==> config.mk <==
export PLATFORM = sky130hd
export DESIGN_NAME = imem_fetch_responder
export DESIGN_NICKNAME = d
export VERILOG_FILES = /design/src/rtl/imem_fetch_responder.sv
export SDC_FILE = /design/constraint.sdc
export NUM_CORES = 1
export LEC_CHECK = 0
export ABC_AREA = 1
export ABC_CLOCK_PERIOD_IN_PS = 4720
export CORE_UTILIZATION = 35
export CTS_CLUSTER_SIZE = 30
export DETAILED_ROUTE_END_ITERATION = 10
export SLEW_MARGIN = 10
export SYNTH_ARGS = -nofsm -noshare
export SYNTH_HDL_FRONTEND = slang
export SYNTH_SLANG_ARGS = --single-unit
==> constraint.sdc <==
create_clock -name clk -period 4.72 [get_ports clk]
set_clock_uncertainty 0.05 [all_clocks]
set_input_delay 0.944 -clock clk [delete_from_list [all_inputs] [get_ports clk]]
set_output_delay 0.944 -clock clk [all_outputs]
set_load 0.02 [all_outputs]
==> src/rtl/imem_fetch_responder.sv <==
// Instruction-fetch responder: bridges the core's zero-latency fetch port to a
// variable-latency backing RAM over a req/ack handshake, with stall hold and clear bubbles.
module imem_fetch_responder #(
    parameter logic [31:0] MEM_BASE  = 32'h80020000,
    parameter logic [31:0] MEM_DEPTH = 32'h00100000,
    parameter logic [31:0] NOP_WORD  = 32'h00000000
) (
    input  logic        clk,
    input  logic        reset,
    input  logic [31:0] instr_addr,
    input  logic        instr_stall,
    input  logic        instr_clear,
    output logic [31:0] instr_out,
    output logic        instr_wait,
    output logic        fetch_err,
    output logic        bk_req,
    output logic [31:0] bk_addr,
    input  logic        bk_ack,
    input  logic [31:0] bk_rdata,
    output logic [31:0] fetch_cnt,
    output logic [31:0] wait_cnt
);

    typedef enum logic [1:0] {
        ST_IDLE  = 2'd0,
        ST_WAIT  = 2'd1,
        ST_DRAIN = 2'd2
    } state_t;

    state_t      state, state_next;
    logic [31:0] addr_q;
    logic        addr_ok;
    logic        issue;
    logic        bk_req_raw;
    logic        load_data;
    logic        load_nop;
    logic        latch_addr;
    logic        count_fetch;
    logic        count_wait;
    logic        err_pulse;
    logic [32:0] addr_ext;
    logic [32:0] win_lo;
    logic [32:0] win_hi;

    // 33-bit window bounds so MEM_BASE+MEM_DEPTH cannot wrap to zero
    assign addr_ext = {1'b0, instr_addr};
    assign win_lo   = {1'b0, MEM_BASE};
    assign win_hi   = {1'b0, MEM_BASE} + {1'b0, MEM_DEPTH};
    assign addr_ok  = (instr_addr[1:0] == 2'b00) && (addr_ext >= win_lo) && (addr_ext < win_hi);
    assign issue    = ~instr_stall & addr_ok;

    assign instr_wait = (state == ST_WAIT);
    assign bk_req     = bk_req_raw & reset;

    always_ff @(posedge clk or negedge reset) begin
        if (!reset) begin
            state <= ST_IDLE;
        end else begin
            state <= state_next;
        end
    end

    always_comb begin
        state_next  = state;
        bk_req_raw  = 1'b0;
        bk_addr     = instr_addr;
        load_data   = 1'b0;
        load_nop    = 1'b0;
        latch_addr  = 1'b0;
        count_fetch = 1'b0;
        count_wait  = 1'b0;
        err_pulse   = 1'b0;
        case (state)
            ST_IDLE: begin
                bk_req_raw = issue;
                // Address 0 is the program-exit return target and faults silently
                err_pulse  = ~instr_stall & ~addr_ok & (instr_addr != 32'h0);
                if (instr_clear) begin
                    load_nop = 1'b1;
                    if (issue && !bk_ack) begin
                        latch_addr = 1'b1;
                        state_next = ST_DRAIN;
                    end
                end else if (!instr_stall) begin
                    if (addr_ok) begin
                        if (bk_ack) begin
                            load_data   = 1'b1;
                            count_fetch = 1'b1;
                        end else begin
                            latch_addr = 1'b1;
                            state_next = ST_WAIT;
                        end
                    end else begin
                        load_nop = 1'b1;
                    end
                end
            end
            ST_WAIT: begin
                bk_req_raw = 1'b1;
                bk_addr    = addr_q;
                count_wait = 1'b1;
                if (instr_clear) begin
                    load_nop   = 1'b1;
                    state_next = bk_ack ? ST_IDLE : ST_DRAIN;
                end else if (bk_ack) begin
                    load_data   = 1'b1;
                    count_fetch = 1'b1;
                    state_next  = ST_IDLE;
                end
            end
            ST_DRAIN: begin
                // Squashed fetch: finish the handshake, throw the data away
                bk_req_raw = 1'b1;
                bk_addr    = addr_q;
                if (bk_ack) begin
                    state_next = ST_IDLE;
                end
            end
            default: begin
                state_next = ST_IDLE;
            end
        endcase
    end

    always_ff @(posedge clk or negedge reset) begin
        if (!reset) begin
            instr_out <= NOP_WORD;
            addr_q    <= 32'h0;
            fetch_err <= 1'b0;
            fetch_cnt <= 32'h0;
            wait_cnt  <= 32'h0;
        end else begin
            fetch_err <= err_pulse;
            if (load_nop) begin
                instr_out <= NOP_WORD;
            end else if (load_data) begin
                instr_out <= bk_rdata;
            end
            if (latch_addr) begin
                addr_q <= instr_addr;
            end
            if (count_fetch) begin
                fetch_cnt <= fetch_cnt + 32'd1;
            end
            if (count_wait) begin
                wait_cnt <= wait_cnt + 32'd1;
            end
        end
    end

endmodule

==> summary.md <==
| Metric | Value |
|---|---|
| P_leak | `~4.5 nW` |
| Worst rel slew slack | `approximately two fifths` |
| Post-CTS Resized | `0` |
| Worst hold path class | `register to register` |
| Top_reg_cell synth | `dfrtp_1` |
| Grt ovf | `0` |
| Maximum clock rate | `approximately 260 MHz` |
| RSZ-0062 raised after global routing | `no` |
| PwrDens | `slightly below 400 nW/um^2` |
| Placed cell count | `roughly 1400` |
| Commonest cells post-synth | `nand2_1 (298), dfrtp_1 (131), inv_1 (98)` |
| Critical Path RT | `3.73 ns` |
| Most frequent cell after synthesis | `nand2_1` |
| First-pass GRT wire length | `between 30000 and 40000 um` |
| CTS Hold Bufs | `0` |
| Cell variety after synth | `34` |
| Synth Warn # | `0` |
| Clock Tree Buf Depth | `2` |
| Final hold violation count | `0` |
| Synth Cell Area | `between 7000 and 8000 um^2` |
| Pre-CTS setup slack | `0.9612 ns` |
| Final period util | `roughly 80%` |
| Hpwl dp | `between 10000 and 15000 um` |
| Clk slew on worst S/H paths | `0.05 ns` |
| CTS tree | `yes` |
| Die H | `roughly 150 um` |
| Synth area leader | `dfrtp_1` |
| I/O pin count | `200` |
| Core area | `20230 um^2` |
| Critical path arrival | `about 2.8 ns` |
| Post-route ant nets | `0` |
| Crit Path Class | `primary input to output port` |
| Seq/Total Area, Yosys | `approximately 45%` |
| Hold slack | `roughly 0.43 ns` |
| RePlAce Congestion | `approximately 0.85` |
| Worst VDD drop | `0.2658 mV` |
| Worst Tran Pin Value | `a little over 0.9 ns` |
| Synth Area per Inst | `approximately 7.6 um^2` |
| EDFF count, synth | `0` |
| Worst setup margin | `~0.95 ns` |
| Share of the synthesized area in the top cell type | `45.34%` |
| R2R Setup Slk | `approximately 2.3 ns` |
| Number of port buffers | `199` |
| Clk sinks | `approximately 130` |
| Die width | `approximately 150 um` |
| Syn nets | `~1000` |
| Fill cells | `2032` |
| Layout Area Growth over Synthesis | `37.19%` |
| Post-route DRC | `0` |
| Clock buffer count from CTS | `17` |
| Drt first pass iters | `5` |
| Async set-reset flop share out of synthesis | `between 90% and 100%` |
| DR WL/cell | `14.32 um` |
| Worst-skew pair later-pin latency | `0.41 ns` |
| Initial DRC count | `402` |
| Largest net degree at the start of global routing | `70` |
| Post-Layout Cell Count | `roughly 1400` |
| Total GRT Usage | `between 10% and 20%` |
| FF+latch count, synth | `approximately 130` |
| Crit. End Element | `output port` |
| Share of cells above drive strength 1 | `under 10%` |
| CTS root buf | `clkbuf_16` |
| CP Launch Type | `primary input` |
| Detailed-route via count | `between 6000 and 7000` |
| Max Cap Violations | `0` |
| Full die area | `roughly 21000 um^2` |
| Row cnt | `between 50 and 60` |
| Drt total wl | `approximately 20000 um` |
| Fin nets | `1209` |
| H-Tree Depth | `4` |
| Ranking of synthesized cells by area | `dfrtp_1 (45%), nand2_1 (15%), nand3_1 (5.4%)` |
| Starting Density | `35.73%` |
| Setup TNS | `0 ns` |
| Post-Syn Instances | `around 950` |
| Max Slew Vio Count | `0` |
| Tmin final | `between 3 and 4 ns` |
| DR vias/cell | `between 4 and 5` |
| Crit path max fanout | `4` |
| Final setup viols | `0` |
| Setup Fix Bufs, Post-CTS | `0` |
| Antenna violations before repair | `1` |
| Status | `finished clean` |
| Number of global-route vias before repair | `roughly 6500` |
==> logic make-up (layout without fill, tap and decap cells) <==
group	Yosys count	count (layout)	share of synthesized area [%]
other cells	0	1	0
compound gates	70	70	5.002
simple gates	540	540	33.47
fa+ha+maj	6	6	1.038
flops	131	131	45.34
buf+inv	147	344	8.602
xor+xnor	54	54	6.542
==> power breakdown <==
group          total, W  leakage [nW]  internal, W  switching [W]
Clock           0.00116         0.249     0.000688       0.000474
Sequential      0.00131          1.80      0.00121      0.0000979
Combinational   0.00141          2.47     0.000547       0.000866
==> critical path, cell delays in order <==
cell	delay [ns]
clkdlybuf4s50_1	0.46
inv_1	0.06
nand3_1	0.17
inv_1	0.06
nand2_1	0.13
nand4_2	0.15
a21oi_1	0.17
clkdlybuf4s50_1	0.64
==> path summary, 6_finish.rpt <==
path,to,from,cells past startpoint
worst max-delay path,bk_req,instr_addr[18],8
worst min-delay path,addr_q[24],addr_q[24],2
worst max register to register,wait_cnt[21],state[1],9
worst min register to register,addr_q[24],addr_q[24],2
max in group asynchronous,wait_cnt[8],reset,3
min in group asynchronous,addr_q[11],reset,2
==> metal layers <==
layer,global-route usage [%],share of wire [%]
met1,26.64,46
met2,31.44,47
met3,5.674,6.0
met4,5.737,1.1
met5,0,0.064
==> placed cells by master (no fill, tap or decap), types with 2 or more instances in the layout <==
master / count
nand2_1: 298
clkdlybuf4s50_1: 198
dfrtp_1: 131
inv_1: 98
nand3_1: 78
nor2_1: 71
nand4_1: 44
o21ai_0: 40
xor2_1: 36
o21ai_1: 24
xnor2_1: 18
nor3_1: 17
clkbuf_16: 17
inv_2: 10
buf_4: 7
nor2_2: 6
ha_1: 6
clkinv_2: 5
clkbuf_1: 5
nand3b_1: 4
nor2_4: 4
nor3_2: 3
nand2_2: 3
nand3_2: 3
nor3b_1: 2
nor3_4: 2
a21oi_1: 2
nor4_1: 2
clkbuf_8: 2
==> per-stage QoR <==
stage | power [W] | utilization [%] | instance area (um^2)
global route | 0.004103 | 49.00 | 9916
floorplan | 0.002142 | - | 7229
CTS | 0.003942 | 49.00 | 9916
finish | 0.003883 | 49.02 | 9918
detailed placement | 0.002754 | 46.51 | 9412
global placement | 0.002764 | 46.51 | 9412
==> layout make-up <==
type	instances	area [um^2]	share of cell area (%)
diodes	1	2.502	0.02523
clock buffers	24	471.7	4.756
clock inverters	6	32.53	0.3280
inverters	108	405.4	4.087
multi-input cells	670	3344	33.72
flip-flops and latches	131	3278	33.05
well taps	270	337.8	3.406
repair buffers	206	2046	20.63
==> flip-flops by register name, indices dropped and copies added (netlist names) <==
register / cells
addr_q: 32
wait_cnt: 32
fetch_cnt: 32
fetch_err: 1
instr_out: 32
state: 2
No activity file was read; power rests on OpenSTA's default activity.
==> RTL edit 1: new RTL, same settings <==
Encoding of `state_t`: now one-hot (3 bits for 3 states).
--- a/src/rtl/imem_fetch_responder.sv
+++ b/src/rtl/imem_fetch_responder.sv
@@ -23,6 +23,6 @@
 
-    typedef enum logic [1:0] {
-        ST_IDLE  = 2'd0,
-        ST_WAIT  = 2'd1,
-        ST_DRAIN = 2'd2
+    typedef enum logic [2:0] {
+        ST_IDLE  = 3'b001,
+        ST_WAIT  = 3'b010,
+        ST_DRAIN = 3'b100
     } state_t;
Formal check against the unedited RTL: no difference found for any inputs over 4 cycles, from zero or initial values and one cycle with reset low; so few cycles prove little.
==> RTL edit 1 against the unedited design <==
  * Wire length fell by 0.21%
  * Sequential cell count is 1 higher
  * Area after synthesis shrank 3.8%
  * Design area is 0.83% lower
  * Critical endpoint unchanged
  * First-iteration DRC count fell by 2.0%
  * Setup slack worse by 160 ps
  * Via count is 0.21% lower
  * Synthesized cell count is 2.2% lower
  * Worst hold slack got worse by 9.9 ps
Power is not compared: it rests on default switching activity, and its combinational part moved more than twofold at a synthesized area within 25%.
==> RTL edit 1: results (changes against the unedited design) <==
synth top area cells -> dfrtp_1 (47%), nand2_1 (18%), nand3_1 (8.0%)
share of cells above drive strength 1 -> 0.04775 (-0.01077)
via/cell ratio -> 4.750 (+1.2%)
post-place setup slack -> 798.1 ps (-163.2 ps)
post-synthesis xor/xnor area fraction -> 0.05416 (-0.01126)
global-route wire length before repair -> 33,000 um (-2.3%)
met3 WL -> 1139 um (-5.9%)
sequential element share of the synthesized area -> 0.4752 (+0.02173)
Crit Path Max Fanout -> 3 (-1)
GRT met2 Usage -> 0.3368 (+0.02249)
routed vias -> 6,631 (-0.21%)
final net count -> 1,189 (-1.7%)
status -> completed
DR top layer -> met4
gpl congestion -> 0.8861 (+4.4%)
M1 wire length -> 9255 um (-1.2%)
ANT cells -> 0 (-1)
initial antenna violation count -> 0 (-1)
Post-Synth Adder-Cell Area -> 0.003598 (-0.006786)
Yosys cell types -> 32 (-5.9%)
wire length per cell -> 14.49 um (+1.2%)
placed cells -> 1,364 (-1.5%)
Post-synth top cells -> nand2_1 (330), dfrtp_1 (131), nand3_1 (111), inv_1 (78), nor2_1 (77)
Iter 0 DRT Violations -> 394 (-2.0%)
Final HPWL DP -> 14,240 um (-1.6%)
[RTL edit 1: kinds of logic (layout without fill, tap and decap cells)]
kind of cell / after synthesis / in the layout
AO/OA/AOI/OAI: 55 / 55
XOR/XNOR: 43 / 43
adder cells (fa/ha/maj): 2 / 2
buffers and inverters: 115 / 319
flip-flops: 132 / 132
AND/OR/NAND/NOR: 580 / 580
[RTL edit 1: layout make-up]
cell class	instances	area (um^2)
inverter	81	304.0
sequential	132	3304
clock inverter	12	201.4
multi-input combinational	680	3192
clock buffer	20	456.7
tap	265	331.6
timing repair buffer	206	2046
fill	1943	9627
[RTL edit 1: final timing paths]
path / end / startpoint / depth (start not counted) / slack (ps)
setup / recovery: bk_req / instr_addr[29] / 9 / 790
hold / removal: addr_q[27]$_DFFE_PN0P_ / addr_q[27]$_DFFE_PN0P_ / 2 / 420
setup reg to reg: fetch_cnt[16]$_DFFE_PN0P_ / state[0]$_DFFE_PN1P_ / 7 / 2200
hold reg to reg: addr_q[27]$_DFFE_PN0P_ / addr_q[27]$_DFFE_PN0P_ / 2 / 420
max in group asynchronous: fetch_cnt[26]$_DFFE_PN0P_ / reset / 3 / 2530
min in group asynchronous: addr_q[19]$_DFFE_PN0P_ / reset / 2 / 660
[RTL edit 1: worst register-to-register path: stages (launching register included)]
cell	delay, ps
dfstp_2	530
nand3_1	100
nor2_1	410
nand3_2	200
nand2_4	290
nand2_4	500
nand2_1	220
o21ai_1	80
[RTL edit 1: power by group]
part	total (mW)	switching, mW	leakage [nW]	internal, mW
clock	1.48	0.515	0.317	0.967
combinational	0.193	0.0998	2.46	0.0936
sequential	1.14	0.00722	1.83	1.14
total	2.82	0.622	4.61	2.20
==> RTL edit 2: new RTL, same settings <==
Made on the original files. Set the parameter `MEM_DEPTH` to 32'h00080000 (it was 32'h00100000).
--- a/src/rtl/imem_fetch_responder.sv
+++ b/src/rtl/imem_fetch_responder.sv
@@ -4,3 +4,3 @@
     parameter logic [31:0] MEM_BASE  = 32'h80020000,
-    parameter logic [31:0] MEM_DEPTH = 32'h00100000,
+    parameter logic [31:0] MEM_DEPTH = 32'h00080000,
     parameter logic [31:0] NOP_WORD  = 32'h00000000
Behaviour: not the same (a bounded check fails within 4 cycles, from zero or initial values and one cycle with reset low).
==> RTL edit 2 against the unedited design <==
  * Clock power rose by 22%
  * Power rose by 6.6%
  * Setup slack got worse by 38 ps
  * Utilization rose by 1.4 points
  * Highest routed layer is now met4
  * Worst hold slack got worse by 89 ps
  * Sequential cell count did not move
  * Wire length rose by 2.0%
  * Area after synthesis fell by 2.8%
  * Design area fell by 0.52%
==> RTL edit 2: results (changes against the unedited design) <==
wire length per cell -> 14.81 um (+3.4%)
global-route wire length before repair -> 33,550 um (-0.74%)
met2 WL post-DR -> 9440 um (-0.21%)
post-place setup slack -> 905.4 ps (-55.80 ps)
Non-clk invs -> 88 (-19%)
status -> completed
placed inst area -> 9233 um^2 (-1.9%)
Iter 0 DRT Violations -> 357 (-11%)
Hold Path Class -> primary input to asynchronous set/reset pin
net count after synthesis -> 1,004 (-1.9%)
DR top layer -> met4
M1 wire length -> 9487 um (+1.3%)
buffering overhead -> 0.2089 (+0.002595)
met3 usage in global routing -> 0.05531 (-0.001425)
met1 Usage GRT -> 0.2755 (+0.009073)
GRT met2 Usage -> 0.3327 (+0.01830)
Worst Tran Pin Value -> 734.9 ps (-187.3 ps)
Layout clock area frac -> 0.06429 (+0.01345)
ANT cells -> 0 (-1)
gr usage total -> 0.2101 (+0.01060)
Clock Buffer Count -> 19 (-21%)
Post-Synth Adder-Cell Area -> 0.01069 (+0.0003034)
vias in the first global route -> 6,473 (-0.90%)
synth top area cells -> dfrtp_1 (47%), nand2_1 (17%), nand3_1 (5.5%)
Yosys cell types -> 33 (-2.9%)
Critical Path AT -> 2820 ps (+40 ps)
# fillers -> 1,903 (-6.3%)
Leak -> 4.614 nW (+2.0%)
start point of the critical path -> instr_addr[1]
## RTL edit 2: critical path, cell delays in order
cell and delay, ps:
clkdlybuf4s50_1 450, nor2_1 120, nand2_1 50, nor2_1 190
inv_2 40, nor2_1 110, nand3_1 120, a21oi_1 170
clkdlybuf4s50_1 630
## RTL edit 2: worst paths after layout
| kind | end | slack (ps) | depth (start not counted) |
|---|---|---|---|
| worst max-delay path | bk_req | 910 | 9 |
| worst min-delay path | fetch_cnt[6]$_DFFE_PN0P_ | 340 | 1 |
| worst max register to register | fetch_cnt[0]$_DFFE_PN0P_ | 1770 | 7 |
| worst min register to register | addr_q[31]$_DFFE_PN0P_ | 410 | 2 |
| max in group asynchronous | fetch_cnt[17]$_DFFE_PN0P_ | 3290 | 2 |
| min in group clk | addr_q[31]$_DFFE_PN0P_ | 410 | 2 |
